`config.mk`:
```
export PLATFORM = sky130hd
export DESIGN_NAME = alu_arbiter_flat
export DESIGN_NICKNAME = d
export VERILOG_FILES = /design/src/rtl/alu_arbiter_pkg.sv /design/src/rtl/alu_arbiter_if.sv /design/src/rtl/alu_arbiter_alu.sv /design/src/rtl/alu_arbiter.sv /design/src/flat_wrapper.sv
export SDC_FILE = /design/constraint.sdc
export NUM_CORES = 1
export LEC_CHECK = 0
export ABC_AREA = 1
export CAP_MARGIN = 5
export CORE_ASPECT_RATIO = 1.75
export CORE_MARGIN = 5
export CORE_UTILIZATION = 54
export CTS_BUF_LIST = sky130_fd_sc_hd__clkbuf_16
export DETAILED_ROUTE_END_ITERATION = 8
export HOLD_SLACK_MARGIN = 0.02
export PLACE_DENSITY = 0.92
export SYNTH_ARGS = -nofsm -noshare
export SYNTH_HDL_FRONTEND = slang
export SYNTH_SLANG_ARGS = --single-unit
```
`constraint.sdc`:
```
create_clock -name clk -period 3.9 [get_ports clk]
set_clock_uncertainty 0.05 [all_clocks]
set_input_delay 0.39 -clock clk [delete_from_list [all_inputs] [get_ports clk]]
set_output_delay 0.39 -clock clk [all_outputs]
set_load 0.01 [all_outputs]
```
`src/rtl/alu_arbiter_pkg.sv`:
```
// Shared definitions for the two-requester ALU arbiter: op codes, FSM states, ALU evaluation.
// Latency: n/a (package only).
// Backpressure: n/a (package only).
package alu_arb_pkg;

    localparam logic [1:0] OP_ADD = 2'b00;
    localparam logic [1:0] OP_SUB = 2'b01;
    localparam logic [1:0] OP_MUL = 2'b10;
    localparam logic [1:0] OP_DIV = 2'b11;

    // Divide-by-zero has no quotient; all-ones marks it and is passed through untouched.
    localparam logic [7:0] DIV0_RESULT = 8'hFF;

    typedef enum logic [1:0] {
        IDLE = 2'd0,
        EXEC = 2'd1,
        RESP = 2'd2
    } state_t;

    // 4-bit operands, 8-bit result. Sub wraps in 8-bit two's complement,
    // mul keeps the full product, div zero-extends the 4-bit quotient.
    function automatic logic [7:0] alu_eval(input logic [3:0] a,
                                            input logic [3:0] b,
                                            input logic [1:0] op);
        logic [7:0] a_ext;
        logic [7:0] b_ext;
        logic [7:0] res;
        a_ext = {4'h0, a};
        b_ext = {4'h0, b};
        res   = 8'h00;
        case (op)
            OP_ADD: res = a_ext + b_ext;
            OP_SUB: res = a_ext - b_ext;
            OP_MUL: res = a_ext * b_ext;
            OP_DIV: begin
                if (b == 4'h0) begin
                    res = DIV0_RESULT;
                end else begin
                    res = {4'h0, a / b};
                end
            end
            default: res = 8'h00;
        endcase
        return res;
    endfunction

endpackage

```
`src/rtl/alu_arbiter_if.sv`:
```
// Request and response channels between the command sources, the consumer and the arbiter.
// Latency: n/a (wiring only).
// Backpressure: valid/ready on both requests and the response channel.
interface alu_arbiter_if;

    logic       r0_valid;
    logic       r0_ready;
    logic [3:0] r0_a;
    logic [3:0] r0_b;
    logic [1:0] r0_op;

    logic       r1_valid;
    logic       r1_ready;
    logic [3:0] r1_a;
    logic [3:0] r1_b;
    logic [1:0] r1_op;

    logic       rsp_valid;
    logic       rsp_ready;
    logic       rsp_id;
    logic [7:0] rsp_result;

    logic       busy;

    // Arbiter side: consumes requests, produces the response.
    modport slave (
        input  r0_valid, r0_a, r0_b, r0_op,
        input  r1_valid, r1_a, r1_b, r1_op,
        input  rsp_ready,
        output r0_ready, r1_ready,
        output rsp_valid, rsp_id, rsp_result,
        output busy
    );

    // Requester / consumer side.
    modport master (
        output r0_valid, r0_a, r0_b, r0_op,
        output r1_valid, r1_a, r1_b, r1_op,
        output rsp_ready,
        input  r0_ready, r1_ready,
        input  rsp_valid, rsp_id, rsp_result,
        input  busy
    );

endinterface

```
`src/rtl/alu_arbiter_alu.sv`:
```
// Shared 4-bit ALU core: add/sub/mul/div with an 8-bit registered result.
// Latency: one cycle from operands to result.
// Backpressure: none; evaluates every cycle, caller holds operands stable.
module alu_arbiter_alu
    import alu_arb_pkg::*;
(
    input  logic       clk,
    input  logic       rst,
    input  logic [3:0] a,
    input  logic [3:0] b,
    input  logic [1:0] op,
    output logic [7:0] result
);

    // Register the evaluated result each cycle; reset clears it.
    always_ff @(posedge clk) begin
        if (rst) begin
            result <= 8'h00;
        end else begin
            result <= alu_eval(a, b, op);
        end
    end

endmodule

```
`src/rtl/alu_arbiter.sv`:
```
// Round-robin arbiter/sequencer for two requesters sharing one ALU, held response channel.
// Latency: accept at T, EXEC at T+1, response valid at T+2; one op per 3 cycles peak.
// Backpressure: response held until rsp_ready; no request accepted outside IDLE.
module alu_arbiter
    import alu_arb_pkg::*;
(
    input  logic           clk,
    input  logic           rst,
    alu_arbiter_if.slave   bus
);

    state_t     state;
    logic       last;        // requester granted most recently; 1 after reset so r0 wins first
    logic [3:0] a_q;
    logic [3:0] b_q;
    logic [1:0] op_q;
    logic       id_q;
    logic       rsp_valid_q;
    logic       busy_q;
    logic [7:0] alu_result;
    logic       gnt0;
    logic       gnt1;
    logic       acc0;
    logic       acc1;

    // Round-robin choice: a lone requester wins, on contention the one not served last wins.
    always_comb begin
        gnt0 = 1'b0;
        gnt1 = 1'b0;
        if (bus.r0_valid && bus.r1_valid) begin
            gnt0 = last;
            gnt1 = ~last;
        end else begin
            gnt0 = bus.r0_valid;
            gnt1 = bus.r1_valid;
        end
    end

    // Readies only open in IDLE and are held off while reset is asserted.
    assign acc0 = (state == IDLE) && !rst && gnt0;
    assign acc1 = (state == IDLE) && !rst && gnt1;

    assign bus.r0_ready = acc0;
    assign bus.r1_ready = acc1;

    // The ALU output register doubles as the response data holder: operands are
    // frozen from the accept until the next accept, so the result cannot move in RESP.
    assign bus.rsp_result = alu_result;
    assign bus.rsp_valid  = rsp_valid_q;
    assign bus.rsp_id     = id_q;
    assign bus.busy       = busy_q;

    // Sequencer FSM: latch on accept, one ALU cycle, then hold the response.
    always_ff @(posedge clk) begin
        if (rst) begin
            state       <= IDLE;
            last        <= 1'b1;
            a_q         <= 4'h0;
            b_q         <= 4'h0;
            op_q        <= OP_ADD;
            id_q        <= 1'b0;
            rsp_valid_q <= 1'b0;
            busy_q      <= 1'b0;
        end else begin
            case (state)
                IDLE: begin
                    if (acc0) begin
                        a_q    <= bus.r0_a;
                        b_q    <= bus.r0_b;
                        op_q   <= bus.r0_op;
                        id_q   <= 1'b0;
                        last   <= 1'b0;
                        state  <= EXEC;
                        busy_q <= 1'b1;
                    end else if (acc1) begin
                        a_q    <= bus.r1_a;
                        b_q    <= bus.r1_b;
                        op_q   <= bus.r1_op;
                        id_q   <= 1'b1;
                        last   <= 1'b1;
                        state  <= EXEC;
                        busy_q <= 1'b1;
                    end
                end
                EXEC: begin
                    state       <= RESP;
                    rsp_valid_q <= 1'b1;
                end
                RESP: begin
                    if (bus.rsp_ready) begin
                        state       <= IDLE;
                        rsp_valid_q <= 1'b0;
                        busy_q      <= 1'b0;
                    end
                end
                default: begin
                    state       <= IDLE;
                    rsp_valid_q <= 1'b0;
                    busy_q      <= 1'b0;
                end
            endcase
        end
    end

    alu_arbiter_alu u_alu (
        .clk    (clk),
        .rst    (rst),
        .a      (a_q),
        .b      (b_q),
        .op     (op_q),
        .result (alu_result)
    );

endmodule

```
`src/flat_wrapper.sv`:
```
// flat-port wrapper written by rule: the top's interface ports become plain ports
module alu_arbiter_flat import alu_arb_pkg::*;
  (clk, rst, bus_r0_valid, bus_r0_a, bus_r0_b, bus_r0_op, bus_r1_valid, bus_r1_a, bus_r1_b, bus_r1_op, bus_rsp_ready, bus_r0_ready, bus_r1_ready, bus_rsp_valid, bus_rsp_id, bus_rsp_result, bus_busy);
  alu_arbiter_if bus_i ();
  input  logic clk;
  input  logic rst;
  input wire logic [$bits(bus_i.r0_valid)-1:0] bus_r0_valid;
  input wire logic [$bits(bus_i.r0_a)-1:0] bus_r0_a;
  input wire logic [$bits(bus_i.r0_b)-1:0] bus_r0_b;
  input wire logic [$bits(bus_i.r0_op)-1:0] bus_r0_op;
  input wire logic [$bits(bus_i.r1_valid)-1:0] bus_r1_valid;
  input wire logic [$bits(bus_i.r1_a)-1:0] bus_r1_a;
  input wire logic [$bits(bus_i.r1_b)-1:0] bus_r1_b;
  input wire logic [$bits(bus_i.r1_op)-1:0] bus_r1_op;
  input wire logic [$bits(bus_i.rsp_ready)-1:0] bus_rsp_ready;
  output wire logic [$bits(bus_i.r0_ready)-1:0] bus_r0_ready;
  output wire logic [$bits(bus_i.r1_ready)-1:0] bus_r1_ready;
  output wire logic [$bits(bus_i.rsp_valid)-1:0] bus_rsp_valid;
  output wire logic [$bits(bus_i.rsp_id)-1:0] bus_rsp_id;
  output wire logic [$bits(bus_i.rsp_result)-1:0] bus_rsp_result;
  output wire logic [$bits(bus_i.busy)-1:0] bus_busy;
  assign bus_i.r0_valid = bus_r0_valid;
  assign bus_i.r0_a = bus_r0_a;
  assign bus_i.r0_b = bus_r0_b;
  assign bus_i.r0_op = bus_r0_op;
  assign bus_i.r1_valid = bus_r1_valid;
  assign bus_i.r1_a = bus_r1_a;
  assign bus_i.r1_b = bus_r1_b;
  assign bus_i.r1_op = bus_r1_op;
  assign bus_i.rsp_ready = bus_rsp_ready;
  assign bus_r0_ready = bus_i.r0_ready;
  assign bus_r1_ready = bus_i.r1_ready;
  assign bus_rsp_valid = bus_i.rsp_valid;
  assign bus_rsp_id = bus_i.rsp_id;
  assign bus_rsp_result = bus_i.rsp_result;
  assign bus_busy = bus_i.busy;
  alu_arbiter u_core (.clk(clk), .rst(rst), .bus(bus_i));
endmodule
```
==> impl_metrics.yaml, run 1 <==
run_status:
  outcome: "finished with violations"
  violations: "negative setup slack"
timing:
  report.final.slew_viol_count: 0
  tightestPinTransition_ns: 0.4971
  finalHoldViolCount: 0
  layout_setup_ws_ns: -0.03344
  setup_violations: 1
  period_share_pct: 100.9
  fmax_ghz: 0.2542
  finalSetupTns_ns: -0.03344
  finalCriticalPeriod_ns: 3.933
  relSlewSlack_pct: 66.76
synthesis:
  synthesis.area_sq_mm: 0.002331
  synth_nets: 396
  synthTopCellsByArea: "dfxtp_1 (21%), ha_1 (18%), nand2_1 (12%)"
  synth_commonest_cells: "nand2_1 (74), inv_1 (42), ha_1 (33), nor2_1 (33), dfxtp_1 (24)"
  yosys_register_bits: 24
  post-synth-top-count-cell: "nand2_1"
  yosysWarnings: 0
  postSynthCellCount: 332
  synth_flop_cell: "dfxtp_1"
  yosysSeqAreaShare_pct: 20.61
  yosys.area.top_type: "dfxtp_1"
  synth_top_area_share_pct: 20.61
  synthArstFlopShare_pct: 0
  synth_cell_types: 34
  syn_avg_cell_area_sq_um: 7.021
  synth_edf_count: 0
clock_tree:
  cts_tree: "yes"
  hold_buffers: 0
  clk_pin_slew_ns: 0.07
  cts.sinks: 24
  cts_buffer_depth: 2
  cts_max_level: 1
  cts-root-buf: "clkbuf_16"
  cts_buffers: 3
  clock_latency_ns: 0.27
routing:
  ant_nets: 0
  routed_via_density: 5.680
  drtIter0Drc: 133
  drt-wirelength-per-cell_um: 15.46
  drc: 0
  first_pass_iters: 5
  wirelength_mm: 6.525
  vias: 2397
global_route:
  grt_usage_pct: 21.91
  grt-ovfl-total: 0
  grt_pass1_vias: 2357
  antenna_found_initial: 0
  grt_pass1_wl_mm: 10.07
  grt_max_degree: 17
finish:
  drive_gt1_share_pct: 17.43
  nNetsFinal: 438
  area_growth_pct: 24.80
  finalInstanceArea_sq_mm: 0.002909
  n_antenna_cell: 0
floorplan:
  die_w_um: 59.67
  dieArea_sq_mm: 0.005782
  io_pins: 38
  rows: 31
  die_h_um: 96.92
  start_util_pct: 56.17
  design.core.area_sq_mm: 0.004150
setup_path:
  crit_path_max_incr_delay_ns: 0.35
  cp.required_ns: 3.98
  r2r_slack_ns: -0.03
  crit_type: "reg2reg"
  crit_top_cell: "nand2_1"
  cp_slowest_cell: "ha_1"
  cp-end-kind: "flip-flop"
  crit_path_start_kind: "flip-flop"
  cp_max_fo: 7
  arrival_ns: 4.01
placed_design:
  post_dp_cell_area_sq_mm: 0.002725
  gp_congestion: 0.9831
  dp_hpwl_mm: 4.624
  port_buffers: 37
power_and_ir_drop:
  ir_drop_uv: 383.2
  power_density_mw_per_mm2: 508.3
  p_leak_nw: 1.500
job:
  cap_violations: 0
worst_hold_path:
  min_path_type: "reg2reg"
[placed cells by master (no fill, tap or decap), drive strengths merged, types with 5 or more instances in the layout]
cell	count
a21oi	21
buf	7
clkdlybuf4s50	37
dfxtp	24
fa	6
ha	33
inv	51
nand2	90
nand3	17
nor2	42
o21ai	23
xor2	5
[sequential cells by signal, summed over array words and instances, names as in the netlist]
name and flops:
u_core.u_alu.result 8, u_core.a_q 4, u_core.b_q 4, u_core.op_q 2, u_core.state 2, u_core.bus.busy 1
u_core.bus.rsp_id 1, u_core.bus.rsp_valid 1, u_core.last 1
[stage by stage]
stage | total power (W) | hold WS (ns) | setup WS, ns | instances | util, %
global placement | 0.0009587 | 0.4170 | 0.3692 | 416 | 65.66
CTS | 0.001320 | 0.4428 | 0.01287 | 420 | 68.28
global route | 0.001579 | 0.4738 | -0.2251 | 422 | 70.09
detailed placement | 0.0009941 | 0.4208 | 0.1254 | 416 | 65.66
floorplan | 0.0008138 | 0.4072 | 0.3696 | 332 | -
finish | 0.001479 | 0.4386 | -0.03344 | 422 | 70.09
[report_power, final]
part / total, W / internal, W / switching, W
combinational: 0.000864 / 0.000363 / 0.000501
clock: 0.000302 / 0.000204 / 0.0000976
sequential: 0.000313 / 0.000281 / 0.0000315
[final cells by class]
type / instances / area (sq um)
Clock buffer: 3 / 75.07
Clock inverter: 1 / 30.03
Sequential cell: 24 / 483.0
Inverter: 54 / 227.7
Timing Repair Buffer: 44 / 422.9
Fill cell: 306 / 1241
Multi-Input combinational cell: 247 / 1609
Tap cell: 49 / 61.31
[timing repair]
| item | CTS | global route |
|---|---|---|
| resized for setup | 2 | 15 |
| pin swaps | 0 | 5 |
| endpoints found under the setup margin | 1 | 1 |
| setup buffers | 0 | 2 |
[worst paths after layout]
path / from / to / cells after the start
setup / recovery: u_core.b_q[0] / u_core.u_alu.result[0] / 28
hold / removal: u_core.bus.rsp_id / u_core.bus.rsp_id / 2
setup reg to reg: u_core.b_q[0] / u_core.u_alu.result[0] / 28
hold reg to reg: u_core.bus.rsp_id / u_core.bus.rsp_id / 2
[worst max-delay path: cells and delay by family, from the launching register on]
| kind | cells | cell delay, ns |
|---|---|---|
| fa+ha+maj | 4 | 1.24 |
| flops | 1 | 0.33 |
| compound gates | 7 | 0.66 |
| buf+inv | 4 | 0.33 |
| simple gates | 13 | 1.20 |
[logic make-up (layout without fill, tap and decap cells)]
logic type / after synthesis / count (layout) / synth area share (%)
XOR/XNOR: 5 / 5 / 1.879
buffers and inverters: 61 / 102 / 12.99
AO/OA/AOI/OAI: 50 / 50 / 12.02
adder cells (fa/ha/maj): 39 / 39 / 22.87
AND/OR/NAND/NOR: 153 / 153 / 29.63
flip-flops: 24 / 24 / 20.61
[per-layer routing]
metal	vias up	track usage [%]	routed length (um)
met2	140	40.92	3592
met1	1085	21.19	2107
met5	-	0	0
met3	46	2.530	409
li1	1126	-	-
met4	0	12.97	416
(Power assumes the default switching activity.)
==> run 2, diff against run 1 <==
Settings changed: GPL_ROUTABILITY_DRIVEN set to 0, SLEW_MARGIN set to 10.
==> results of run 2 <==
Same layout as run 1: the final DEF is identical, and so are final timing and power.
